File: src/rtl/score_display_sequencer.sv
// Rotating score display: each enabled player gets a blinking "player number" intro (BLINK)
// followed by a frozen snapshot of their two-digit BCD score (DISPLAY).
module score_display_sequencer #(
    parameter int NUM_PLAYERS   = 2,
    parameter int BLINK_MS      = 2000,
    parameter int DISPLAY_MS    = 3000,
    parameter int BLINK_HALF_MS = 250
) (
    input  logic                     clk_1khz,
    input  logic                     rst_i,
    input  logic [8*NUM_PLAYERS-1:0] scores_i,
    input  logic [NUM_PLAYERS-1:0]   enable_mask_i,
    input  logic                     hold_i,
    input  logic                     advance_i,
    output logic [3:0]               tens_o,
    output logic [3:0]               ones_o,
    output logic                     blank_o,
    output logic [2:0]               player_o
);

    localparam int MAX_A   = (BLINK_MS > DISPLAY_MS) ? BLINK_MS : DISPLAY_MS;
    localparam int MAX_LEN = (MAX_A > BLINK_HALF_MS) ? MAX_A : BLINK_HALF_MS;
    localparam int CNT_W   = $clog2(MAX_LEN);

    localparam logic [CNT_W-1:0] BLINK_LAST   = CNT_W'(BLINK_MS - 1);
    localparam logic [CNT_W-1:0] DISPLAY_LAST = CNT_W'(DISPLAY_MS - 1);
    localparam logic [CNT_W-1:0] HALF_LAST    = CNT_W'(BLINK_HALF_MS - 1);

    localparam logic [1:0] S_IDLE    = 2'd0;
    localparam logic [1:0] S_BLINK   = 2'd1;
    localparam logic [1:0] S_DISPLAY = 2'd2;

    function automatic logic [3:0] sat_bcd(input logic [3:0] d);
        return (d > 4'd9) ? 4'd9 : d;
    endfunction

    logic [1:0]       r_state, w_state_next;
    logic [CNT_W-1:0] r_phase, w_phase_next;
    logic [CNT_W-1:0] r_half, w_half_next;
    logic [7:0]       r_snap, w_snap_next;
    logic [3:0]       r_tens, w_tens_next;
    logic [3:0]       r_ones, w_ones_next;
    logic             r_blank, w_blank_next;
    logic [2:0]       r_player, w_player_next;

    logic [7:0] w_scores [8];
    logic [7:0] w_mask;
    logic [2:0] w_lowest;
    logic [2:0] w_next_player;
    logic [3:0] w_cand;
    logic       w_found;
    logic       w_go_blink;
    logic [2:0] w_go_player;

    // Pad to eight channels so the player index is always an exact-width select.
    genvar gi;
    generate
        for (gi = 0; gi < 8; gi++) begin : g_unpack
            if (gi < NUM_PLAYERS) begin : g_used
                assign w_scores[gi] = scores_i[8*gi +: 8];
                assign w_mask[gi]   = enable_mask_i[gi];
            end else begin : g_pad
                assign w_scores[gi] = 8'd0;
                assign w_mask[gi]   = 1'b0;
            end
        end
    endgenerate

    always_comb begin
        w_lowest = 3'd0;
        for (int k = NUM_PLAYERS - 1; k >= 0; k--) begin
            if (w_mask[3'(k)]) w_lowest = 3'(k);
        end
    end

    // Ascending search after the current player, wrapping; the current player is tried last.
    always_comb begin
        w_next_player = r_player;
        w_found       = 1'b0;
        w_cand        = 4'd0;
        for (int k = 1; k <= NUM_PLAYERS; k++) begin
            w_cand = {1'b0, r_player} + 4'(k);
            if (w_cand >= 4'(NUM_PLAYERS)) w_cand = w_cand - 4'(NUM_PLAYERS);
            if (!w_found && w_mask[w_cand[2:0]]) begin
                w_next_player = w_cand[2:0];
                w_found       = 1'b1;
            end
        end
    end

    always_comb begin
        w_state_next  = r_state;
        w_phase_next  = r_phase;
        w_half_next   = r_half;
        w_snap_next   = r_snap;
        w_tens_next   = r_tens;
        w_ones_next   = r_ones;
        w_blank_next  = r_blank;
        w_player_next = r_player;
        w_go_blink    = 1'b0;
        w_go_player   = w_next_player;

        if (w_mask == 8'd0) begin
            w_state_next = S_IDLE;
            w_phase_next = '0;
            w_half_next  = '0;
            w_tens_next  = 4'd0;
            w_ones_next  = 4'd0;
            w_blank_next = 1'b1;
        end else begin
            case (r_state)
                S_BLINK: begin
                    if (!w_mask[r_player]) begin
                        w_go_blink = 1'b1;
                    end else if (r_phase == BLINK_LAST) begin
                        w_state_next = S_DISPLAY;
                        w_phase_next = '0;
                        w_half_next  = '0;
                        w_snap_next  = w_scores[r_player];
                        w_tens_next  = sat_bcd(w_scores[r_player][7:4]);
                        w_ones_next  = sat_bcd(w_scores[r_player][3:0]);
                        w_blank_next = 1'b0;
                    end else begin
                        w_phase_next = r_phase + 1'b1;
                        if (r_half == HALF_LAST) begin
                            w_half_next  = '0;
                            w_blank_next = ~r_blank;
                        end else begin
                            w_half_next = r_half + 1'b1;
                        end
                    end
                end
                S_DISPLAY: begin
                    if (!w_mask[r_player] || advance_i) begin
                        w_go_blink = 1'b1;
                    end else if (!hold_i) begin
                        if (r_phase == DISPLAY_LAST) w_go_blink = 1'b1;
                        else                         w_phase_next = r_phase + 1'b1;
                    end
                    w_tens_next = sat_bcd(r_snap[7:4]);
                    w_ones_next = sat_bcd(r_snap[3:0]);
                end
                default: begin
                    w_go_blink  = 1'b1;
                    w_go_player = w_lowest;
                end
            endcase

            if (w_go_blink) begin
                w_state_next  = S_BLINK;
                w_player_next = w_go_player;
                w_phase_next  = '0;
                w_half_next   = '0;
                w_tens_next   = 4'd0;
                w_ones_next   = {1'b0, w_go_player} + 4'd1;
                w_blank_next  = 1'b0;
            end
        end
    end

    always_ff @(posedge clk_1khz or posedge rst_i) begin
        if (rst_i) begin
            r_state  <= S_IDLE;
            r_phase  <= '0;
            r_half   <= '0;
            r_snap   <= 8'd0;
            r_tens   <= 4'd0;
            r_ones   <= 4'd0;
            r_blank  <= 1'b1;
            r_player <= 3'd0;
        end else begin
            r_state  <= w_state_next;
            r_phase  <= w_phase_next;
            r_half   <= w_half_next;
            r_snap   <= w_snap_next;
            r_tens   <= w_tens_next;
            r_ones   <= w_ones_next;
            r_blank  <= w_blank_next;
            r_player <= w_player_next;
        end
    end

    assign tens_o   = r_tens;
    assign ones_o   = r_ones;
    assign blank_o  = r_blank;
    assign player_o = r_player;

endmodule
File: config.mk
export PLATFORM = sky130hd
export DESIGN_NAME = score_display_sequencer
export DESIGN_NICKNAME = d
export VERILOG_FILES = /design/src/rtl/score_display_sequencer.sv
export SDC_FILE = /design/constraint.sdc
export NUM_CORES = 1
export LEC_CHECK = 0
export CORE_MARGIN = 2
export CORE_UTILIZATION = 40
export DETAILED_ROUTE_END_ITERATION = 10
export PLACE_DENSITY = 0.6
export SLEW_MARGIN = 0
export SYNTH_ARGS = -nofsm -noshare
export SYNTH_HDL_FRONTEND = slang
export SYNTH_SLANG_ARGS = --single-unit
File: constraint.sdc
create_clock -name clk_1khz -period 7.9 [get_ports clk_1khz]
set_clock_uncertainty 0.15 [all_clocks]
set_input_delay 0.79 -clock clk_1khz [delete_from_list [all_inputs] [get_ports clk_1khz]]
set_output_delay 0.79 -clock clk_1khz [all_outputs]
set_load 0.02 [all_outputs]
; ---- After elaboration in Yosys (flattened, before gate mapping)
; Cells that the tools add are included.
[totals]
regBits = 46
latchBits = 0
n_memories = 0
ram_bits = 0
inputBits = 22
output_inout_bits = 12
elab_cells = 119
mem_bits_ro = 0
[op_classes]
eq_ne = 10
muxes = 63
n_lt_le_gt_ge = 10
reduce_logical = 18
bitwise_logic = 3
n_mul = 0
div_mod_pow = 0
addsub = 7
shift = 0
[ops]
columns = op, count
row1 = $mux 12, 13
row2 = $mux 4, 12
row3 = $add 12x1->12 const B, 2
row4 = $bmux 8 s3, 1
row5 = $pmux 12 s2, 1
row6 = $ne 4x4->1 const B, 5
row7 = $mux 3, 6
row8 = $mux 1, 17
row9 = $gt 4x4->1 const B, 4
row10 = $mux 8, 2
row11 = $pmux 4 s2, 2
row12 = $eq 12x11->1 const B, 1
row13 = $eq 12x12->1 const B, 1
row14 = $eq 12x8->1 const B, 1
row15 = $lt 3x4->1 const B, 3
row16 = $mux 2, 5
row17 = $bmux 1 s3, 3
row18 = $reduce_and 3->1, 3
row19 = $reduce_bool 3->1, 3
row20 = $add 3x1->4 const B, 2
row21 = $ge 4x2->1 const B, 2
row22 = $logic_not 8->1, 1
row23 = $reduce_bool 4->1, 2
row24 = $sub 3x2->3 const B, 2
row25 = other kinds (14), 17

; ---- Depth between registers and ports, before layout
[logic_depth]
depth_word = 14
ltp_mapped = 10
ltp_nobuf = 8

; ---- Least setup slack after synthesis
; No wires, ideal clock.
[synth_timing]
path_kind = register to register
startpoint = register r_player[0], in the netlist player_o[0]
endpoint = register r_ones[1], in the netlist ones_o[1]
slack_ns = 5.161
t_arrival_ns = 2.468
period_less_slack_ns = 2.739
n_path_buf = 2
required_ns = 7.628
stages_incl_launch_ff = 11
setup_time_ns = 0.122
path_cell_list = dfrtp_1 buf_2 buf_2 inv_1 ha_1 inv_1 a211oi_1 a2111oi_0 ha_1 mux2i_1 o2bb2ai_1
[synth_via]
elab_chain_len = 14
word_cells_on_any_way = 43
cone_classes = add/sub: 5 / order compare: 3 / eq/ne: 2 / mux: 26 / bitwise: 1 / reduce/logical: 6
[synth_rtl]
columns = item, line
row1 = from (decl), 44  ; logic [2:0] r_player, w_player_next;
row2 = from (signal assigned), 179  ; r_player <= w_player_next;
row3 = $add 3x1->4, 82  ; w_cand = {1'b0, r_player} + 4'(k);
row4 = $ge 4x2->1 or $sub 3x2->3 (tied branches), 83  ; if (w_cand >= 4'(NUM_PLAYERS)) w_cand = w_cand - 4'(NUM_PLAYERS);
row5 = $mux 3, 83
row6 = $bmux 1 s3, 84  ; if (!w_found && w_mask[w_cand[2:0]]) begin
row7 = $mux 1 (implied by the code), 84
row8 = $mux 1, 84
row9 = $logic_not 1->1, 84
row10 = $logic_and 1x1->1, 84
row11 = $mux 3, 84
row12 = $mux 3, 111  ; case (r_state)
row13 = $mux 3, 103  ; if (w_mask == 8'd0) begin
row14 = $add 3x1->4, 155  ; w_ones_next = {1'b0, w_go_player} + 4'd1;
row15 = $mux 4, 149  ; if (w_go_blink) begin
row16 = $mux 4, 103
row17 = to (signal assigned), 177  ; r_ones <= w_ones_next;
row18 = to (decl), 42  ; logic [3:0] r_ones, w_ones_next;
; Parallel ways exist; a longest one is shown, timed or not. The select of a mux whose other input is x is not followed.
; A chain may end at the register's enable or synchronous reset.

; ---- Worst setup path in the final report
[layout_timing]
startpoint = input enable_mask_i[0]
endpoint = register r_half[7]
[layout_via]
elab_chain_len = 9
word_cells_on_any_way = 14
cone_classes = mux: 8 / reduce/logical: 6
[layout_rtl]
columns = item, line
row1 = from (decl), 12  ; input logic [NUM_PLAYERS-1:0] enable_mask_i,
row2 = $bmux 1 s3, "113, 134"
row3 = $mux 1 (implied by the code), "113, 134"
row4 = $logic_not 1->1, 134  ; if (!w_mask[r_player] || advance_i) begin
row5 = $logic_or 1x1->1, 134
row6 = $mux 1, 134
row7 = $pmux 1 s2, 111
row8 = $mux 1, 103
row9 = $reduce_bool 3->1 (no source line) or $mux 12 (tied branches), --
row10 = $reduce_and 2->1 (no source line) or $mux 12 (tied branches), --
row11 = to (signal assigned), 174  ; r_half <= w_half_next;
row12 = to (decl), 39  ; logic [CNT_W-1:0] r_half, w_half_next;
; Parallel ways exist; a longest one is shown, timed or not. The select of a mux whose other input is x is not followed.

==> flow_metrics.py <==
metrics = {
    "timing": {
        "setup_tns_ns": 0,
        "period_needed_ns": 3.24,
        "hold_viol_final": 0,
        "max_slew.worst_pin.slew_ns": 1.13,
        "final.period_utilization_pct": 41.0,
        "rsz0062_at_grt": "false",
        "fmax_mhz": 308,
        "holdWs_ns": 0.376,
        "slew_headroom_pct": 24.2,
        "setup_violations": 0,
        "report.final.slew_viol_count": 0,
        "fin_ws_ns": 4.66,
    },
    "worst_hold_path": {
        "whs_endpoint": "tens_o[3]",
        "min_from": "tens_o[3]",
        "hp-class": "reg2reg",
        "hold_depth": 1,
    },
    "setup_path": {
        "worst_ep_required_time_ns": 7.97,
        "r2r_cells": 7,
        "cp-end-kind": "flop",
        "criticalPathCategory": "in2reg",
        "path_max_fanout": 13,
        "critPathArrivalTime_ns": 3.32,
        "timing.rr.start": "r_state[0]",
        "r2r-end": "r_phase[10]",
        "start_kind": "input port",
        "reg2reg_setup_slack_ns": 4.82,
    },
    "clock_tree": {
        "cts_tree": "done",
        "cts_resized": 0,
        "cts_root_buf": "clkbuf_8",
        "cts_made_buffers": 5,
        "cts_hold_buffers": 0,
        "cts_max_level": 2,
        "clk_pin_slew_worst_paths_ns": 0.10,
        "cts_max_path_buffers": 2,
        "clk_latency_ns": 0.31,
        "cts_sinks": 46,
        "cts_setup_buffers": 0,
    },
    "logic_synthesis": {
        "ys_types": 70,
        "ys_ff_latch": 46,
        "postSynthAreaPerCell_sq_um": 9.70,
        "synth_common_cells": "dfrtp_1 (45), nor2_1 (29), nand2_1 (21), o21ai_0 (14), inv_1 (13)",
        "async_flop_share_pct": 100,
        "synth.top_cell.area_share_pct": 36.4,
        "synth_top_area_cell": "dfrtp_1",
        "syn_inst": 319,
        "syn_area_sq_um": 3090,
        "ys_seq_area_share_pct": 37.3,
        "synthTopCellsByArea": "dfrtp_1 (36%), ha_1 (4.9%), mux2i_1 (3.6%)",
        "yosysMostFrequentCell": "dfrtp_1",
        "ys_warn_count": 0,
        "ys.flop_type": "dfrtp_1",
        "synth_edf_count": 0,
        "syn-num-nets": 353,
    },
    "placement": {
        "dp_slack_ns": 4.34,
        "hpwl_microns": 5050,
        "place_congestion": 0.773,
        "placed_cell_area_sq_um": 3460,
        "portBuffers": 33,
    },
    "global_route": {
        "grt_max_degree": 47,
        "use_met3_pct": 2.63,
        "grt.overflow.total": 0,
        "busiest_layer": "met2",
        "grt.met2_usage_pct": 30.1,
        "antenna_found_initial": 0,
        "grt.total_usage_pct": 17.5,
        "grt_pass1_wl_microns": 12000,
        "globalRouteMet1Util_pct": 23.4,
        "grt_pass1_vias": 2414,
    },
    "cells_and_area": {
        "antenna_cells": 0,
        "fillCellCount": 733,
        "final_area_sq_um": 3560,
        "drive_gt1_share_pct": 11.3,
        "area_growth_pct": 15.0,
        "fin_nets": 377,
    },
    "pwr": {
        "power_uw": 826,
        "vdd_drop_max_mv": 0.146,
        "powerDensity_nw_per_um2": 232,
        "p_leak_nw": 1.42,
    },
    "die": {
        "core_area_sq_um": 7610,
        "rows": 32,
        "die_w_microns": 91.9,
        "start_util_pct": 40.7,
        "die_y_microns": 91.9,
        "io_pins": 34,
        "dieArea_sq_um": 8450,
    },
    "route": {
        "drtIter0Drc": 117,
        "dr_total_vias": 2506,
        "wl_microns": 6950,
        "wl_per_cell_microns": 15.6,
        "routed_via_density": 5.62,
        "first_pass_iters": 4,
        "drc": 0,
        "ant_nets": 0,
    },
    "run_status": {
        "status": "finished clean",
    },
    "job": {
        "maxCapViolCount": 0,
    },
}
## stage by stage
step	cells	utilization, %
floorplan	319	-
finish	446	46.8
detailed placement	438	45.5
CTS	446	46.8
global route	446	46.8
global placement	438	45.5
## final cells by class
type / count / area [sq um] / share of cell area [%]
Multi-Input combinational cell: 244 / 1810 / 50.8
Sequential cell: 46 / 1150 / 32.4
Timing Repair Buffer: 33 / 330 / 9.29
Tap cell: 102 / 128 / 3.59
Clock buffer: 5 / 68.8 / 1.93
Inverter: 13 / 48.8 / 1.37
Clock inverter: 3 / 23.8 / 0.668
## power breakdown
part,leakage [nW],switching (mW),internal (mW)
registers,0.622,0.0430,0.266
logic,0.758,0.205,0.161
clock network,0.0408,0.0887,0.0635
total,1.42,0.337,0.490
## placed cells by master (no fill, tap or decap), types with 8 or more instances in the layout
cell	Yosys	routed
ha_1	12	12
nand3_1	12	12
nor3_1	8	8
nand2_1	21	21
dfrtp_1	45	45
xnor2_1	8	8
inv_1	13	12
clkdlybuf4s50_1	0	33
mux2i_1	11	11
nor2_1	29	29
a21oi_1	12	12
o21ai_0	14	14
## cell families (layout without fill, tap and decap cells)
group | after synthesis | in the layout | synth area share (%)
AND/OR/NAND/NOR | 123 | 123 | 23.4
multiplexers | 22 | 22 | 8.41
AO/OA/AOI/OAI | 76 | 76 | 18.6
buffers and inverters | 29 | 54 | 4.37
adder cells (fa/ha/maj) | 12 | 12 | 4.85
flip-flops | 46 | 46 | 37.3
XOR/XNOR | 11 | 11 | 3.12
## worst max-delay path by stage
stage	startpoint	end	slack [ns]	depth (start not counted)
6_report	enable_mask_i[0]	r_half[7]	4.66	6
5_1_grt	enable_mask_i[1]	r_half[4]	4.40	6
4_1_cts	enable_mask_i[1]	r_half[7]	4.64	6
3_5_place_dp	enable_mask_i[1]	r_half[4]	4.34	6
3_3_place_gp	enable_mask_i[1]	r_half[4]	4.44	6
2_1_floorplan	player_o[0]	ones_o[1]	5.16	10
## worst max-delay path, cell delays in order
cell and delay (ns):
clkdlybuf4s50_1 0.67, o21bai_1 0.26, or2_2 0.35, nor3_1 0.86
o21ai_0 0.22, a21oi_1 0.17
## state kept, by name (all words and copies together), names as in the netlist
name,count
player_o,3
ones_o,4
r_state,2
r_snap,8
tens_o,4
blank_o,1
r_phase,12
r_half,12
## routing by layer
layer / wire, microns / share of wire, %
met5: 0 / 0
met4: 64 / 0.92
met3: 269 / 3.9
met2: 3340 / 48
met1: 3280 / 47
Power figures use the tool's default switching activity.
==> RTL edit 1, RTL diff (same settings) <==
Set the parameter `BLINK_HALF_MS` to 125 (it was 250).
--- a/src/rtl/score_display_sequencer.sv
+++ b/src/rtl/score_display_sequencer.sv
@@ -4,7 +4,7 @@
     parameter int NUM_PLAYERS   = 2,
     parameter int BLINK_MS      = 2000,
     parameter int DISPLAY_MS    = 3000,
-    parameter int BLINK_HALF_MS = 250
+    parameter int BLINK_HALF_MS = 125
 ) (
     input  logic                     clk_1khz,
     input  logic                     rst_i,
Behaviour: no difference found for any inputs over 10 cycles, from zero or initial values and one cycle with rst_i high; that may be too few to reach the edited logic, so the function may still have changed.
==> RTL edit 1 against the unedited design <==
  * Setup slack improved by 0.28 ns
  * Critical path depth increased by 2
  * Global-route usage increased by 0.059 points
  * Routed wire length decreased by 8.2%
  * Power decreased by 6.3%
  * Sequential cell count unchanged
  * Area after synthesis decreased by 5.4%
  * Final area decreased by 2.6%
  * Final cell count decreased by 1.3%
  * Critical path type is now flop to flop
  * Critical endpoint is now r_phase[9]
  * Largest power group is now registers
  * Highest routed layer unchanged
==> RTL edit 1: results (changes against the unedited design) <==
Outcome = finished, final reports clean
Top post-synthesis cells by count = dfrtp_1, nand2_1, nor2_1, o21ai_0, inv_1
Routability congestion estimate from global placement = 0.8251 (+6.7%)
Worst Path Max Fanout = 19 (+6)
Synth cell types = 60 (-14%)
Hold Slack = 0.3439 ns (-0.03207 ns)
Net Count, Synth = 345 (-2.3%)
Nets = 374 (-0.80%)
Synth Area per Inst = 9.406 um^2 (-3.0%)
R2R cell count = 8 (+1)
DP HPWL = 4.663 mm (-7.7%)
Vias in the first global route = 2290 (-5.1%)
Fraction of layout cells with a size suffix above 1 = 0.1144 (+0.0009974)
First-pass GRT wire length = 11.03 mm (-7.8%)
Comb pwr share = 0.341 (-0.101)
Routed length per instance = 14.51 um (-6.9%)
Metal2 WL = 3.105 mm (-7.0%)
Endpoint of the worst-slack reg-to-reg timing path = r_phase[9]
Worst slack at placement = 4.736 ns (+0.3983 ns)
P_clk = 0.216 mW (+42%)
Finished Layout Cells = 440 (-1.3%)
DP Area = 0.003321 mm^2 (-4.2%)
P_leak = 1.467 nW (+3.3%)
Top post-synthesis cells by area = dfrtp_1, ha_1, nand2_1
Area fraction in compound gates after synthesis = 0.1454 (-0.04026)
WP data arrival = 3.00 ns (-0.32 ns)
DRT iter0 DRCs = 123 (+5.1%)
Post-Synth Adder-Cell Area = 0.05133 (+0.002782)
Switch share = 0.3306 (-0.07666)
Sequential-to-total area share from yosys stat = 0.3939 (+0.02135)
P per Cell Area = 223.7 mW/mm^2 (-3.7%)
Synth Area in XOR/XNOR = 0.04192 (+0.01077)
Hold depth = 2 (+1)
-- RTL edit 1: changes by cell type in the layout (fill, tap and decap cells not counted), moves of 5 or more --
cell | unedited run | this run
o31ai_1 | 4 | 9
mux2i_1 | 11 | 5
and2_1 | 1 | 10
a21o_1 | 7 | 2
mux2_2 | 4 | 9
o41ai_1 | 6 | 1
nand2_1 | 21 | 36
nor4b_1 | 1 | 6
nor2_1 | 29 | 22
a31oi_1 | 1 | 9
-- RTL edit 1: cell type report --
type | count | area (um^2)
Multi-Input combinational cell | 240 | 1658
Fill cell | 684 | 3712
Clock buffer | 6 | 82.58
Sequential cell | 46 | 1152
Inverter | 13 | 48.80
Timing Repair Buffer | 34 | 337.8
Tap cell | 99 | 123.9
Clock inverter | 2 | 60.06
-- RTL edit 1: routing by layer --
| layer | vias up | GRT usage |
|---|---|---|
| li1 | 1182 | - |
| met1 | 1149 | 0.2370 |
| met2 | 45 | 0.2929 |
| met3 | 5 | 0.02770 |
| met4 | 0 | 0.04478 |
| met5 | - | 0 |
-- RTL edit 1: cell families after synthesis --
group / after synthesis
muxes: 15
xor gates and xnor gates: 14
buffers and inverters: 25
DFF: 46
and+or+nand+nor: 136
adders and majority gates: 12
AOI/OAI and AO/OA: 63
-- RTL edit 1: worst max-delay path by stage --
stage / from / endpoint / slack, ns / depth (start not counted)
4_1_cts: r_state[0] / r_phase[9] / 4.91 / 8
2_1_floorplan: player_o[1] / ones_o[1] / 5.16 / 11
5_1_grt: r_state[0] / r_phase[9] / 4.71 / 8
3_5_place_dp: enable_mask_i[1] / ones_o[2] / 4.74 / 7
3_3_place_gp: enable_mask_i[1] / ones_o[2] / 4.79 / 7
6_report: r_state[0] / r_phase[9] / 4.94 / 8
==> RTL edit 2, RTL diff (same flow settings) <==
Without the edit above. Make the reset (`rst_i`) synchronous in one clocked block.
--- a/src/rtl/score_display_sequencer.sv
+++ b/src/rtl/score_display_sequencer.sv
@@ -158,7 +158,7 @@
         end
     end
 
-    always_ff @(posedge clk_1khz or posedge rst_i) begin
+    always_ff @(posedge clk_1khz) begin
         if (rst_i) begin
             r_state  <= S_IDLE;
             r_phase  <= '0;
Behaviour: differs if rst_i is asserted again (counterexample within 4 cycles, from zero or initial values and one cycle with rst_i high); with rst_i held inactive, the same outputs for 10 cycles.
==> RTL edit 2 against the unedited design <==
  * Routed wire length fell by 12%
  * Area after synthesis shrank 13%
  * Fmax grew 1.4%
  * Hold slack worse by 0.064 ns
  * Setup slack improved by 0.046 ns
  * Non-clock buffer count grew 1
  * Sequential cell count unchanged
  * Critical path depth rose by 1
  * Final area fell by 11%
  * Core utilization rose by 2.6 points
Power is not compared: it rests on default switching activity, and its combinational part moved more than twofold at a synthesized area within 25%.
==> RTL edit 2: results (changes against the unedited design) <==
DP Area = 0.003058 mm^2 (-12%)
Synth Area in XOR/XNOR = 0.07495 (+0.04380)
Top post-synthesis cells by area = dfxtp_1, nor2_1, mux2i_1
Finished Layout Cells = 435 (-2.5%)
Largest stage delay on the critical path = 0.54 ns (-0.32 ns)
FFs w/ async S/R, synth = 0 (-1.000)
Post-Synth Adder-Cell Area = 0.05121 (+0.002667)
Worst R2R Setup Slack = 4.71 ns (-0.11 ns)
M1 WL = 3.068 mm (-6.5%)
DRT iter0 DRCs = 157 (+34%)
Placed Instances = 428 (-2.3%)
Fillcell total = 643 (-12%)
Worst Path Max Fanout = 10 (-3)
Clk slew on worst S/H paths = 0.08 ns (-0.02 ns)
Met3 wire length = 285 um (+5.9%)
FF/Latch Area = 920.9 um^2 (-20%)
Synth Area per Inst = 8.144 um^2 (-16%)
Clock-cell share of area = 0.03552 (+0.009488)
Met1 Track Usage GR = 0.2353 (+0.001595)
Multi-input logic area = 0.001658 mm^2 (-8.2%)
DP HPWL = 4.589 mm (-9.2%)
Outcome = finished, final reports clean
Vias per cell = 5.485 (-2.4%)
Synth cell types = 52 (-26%)
Synthesized cell area = 0.002688 mm^2 (-13%)
Multi-input gate count = 259 (+6.1%)
Met2 usage = 0.2706 (-0.03024)
==> RTL edit 2: cell types whose count changed after synthesis, moves of 4 or more <==
cell	delta
mux2i_1	+9
dfxtp_1	+46
o21ai_0	-8
a21o_1	-6
o41ai_1	-4
nor2_1	+33
mux2_4	-4
nor3_1	+7
buf_2	-6
a21oi_1	+5
nor3b_1	-4
xnor2_1	+10
dfrtp_1	-45
==> RTL edit 2: path summary, 6_finish.rpt <==
check                                      start         to
worst max-delay path            enable_mask_i[0]  r_half[9]
worst min-delay path                   tens_o[0]  tens_o[0]
worst max register to register       player_o[0]  r_half[9]
worst min register to register         tens_o[0]  tens_o[0]
==> RTL edit 2: critical path, delay by kind of cell <==
family          cells  cell delay [ns]
simple gates        3             1.16
buf+inv             1             0.54
compound gates      2             0.52
mux                 1             0.27
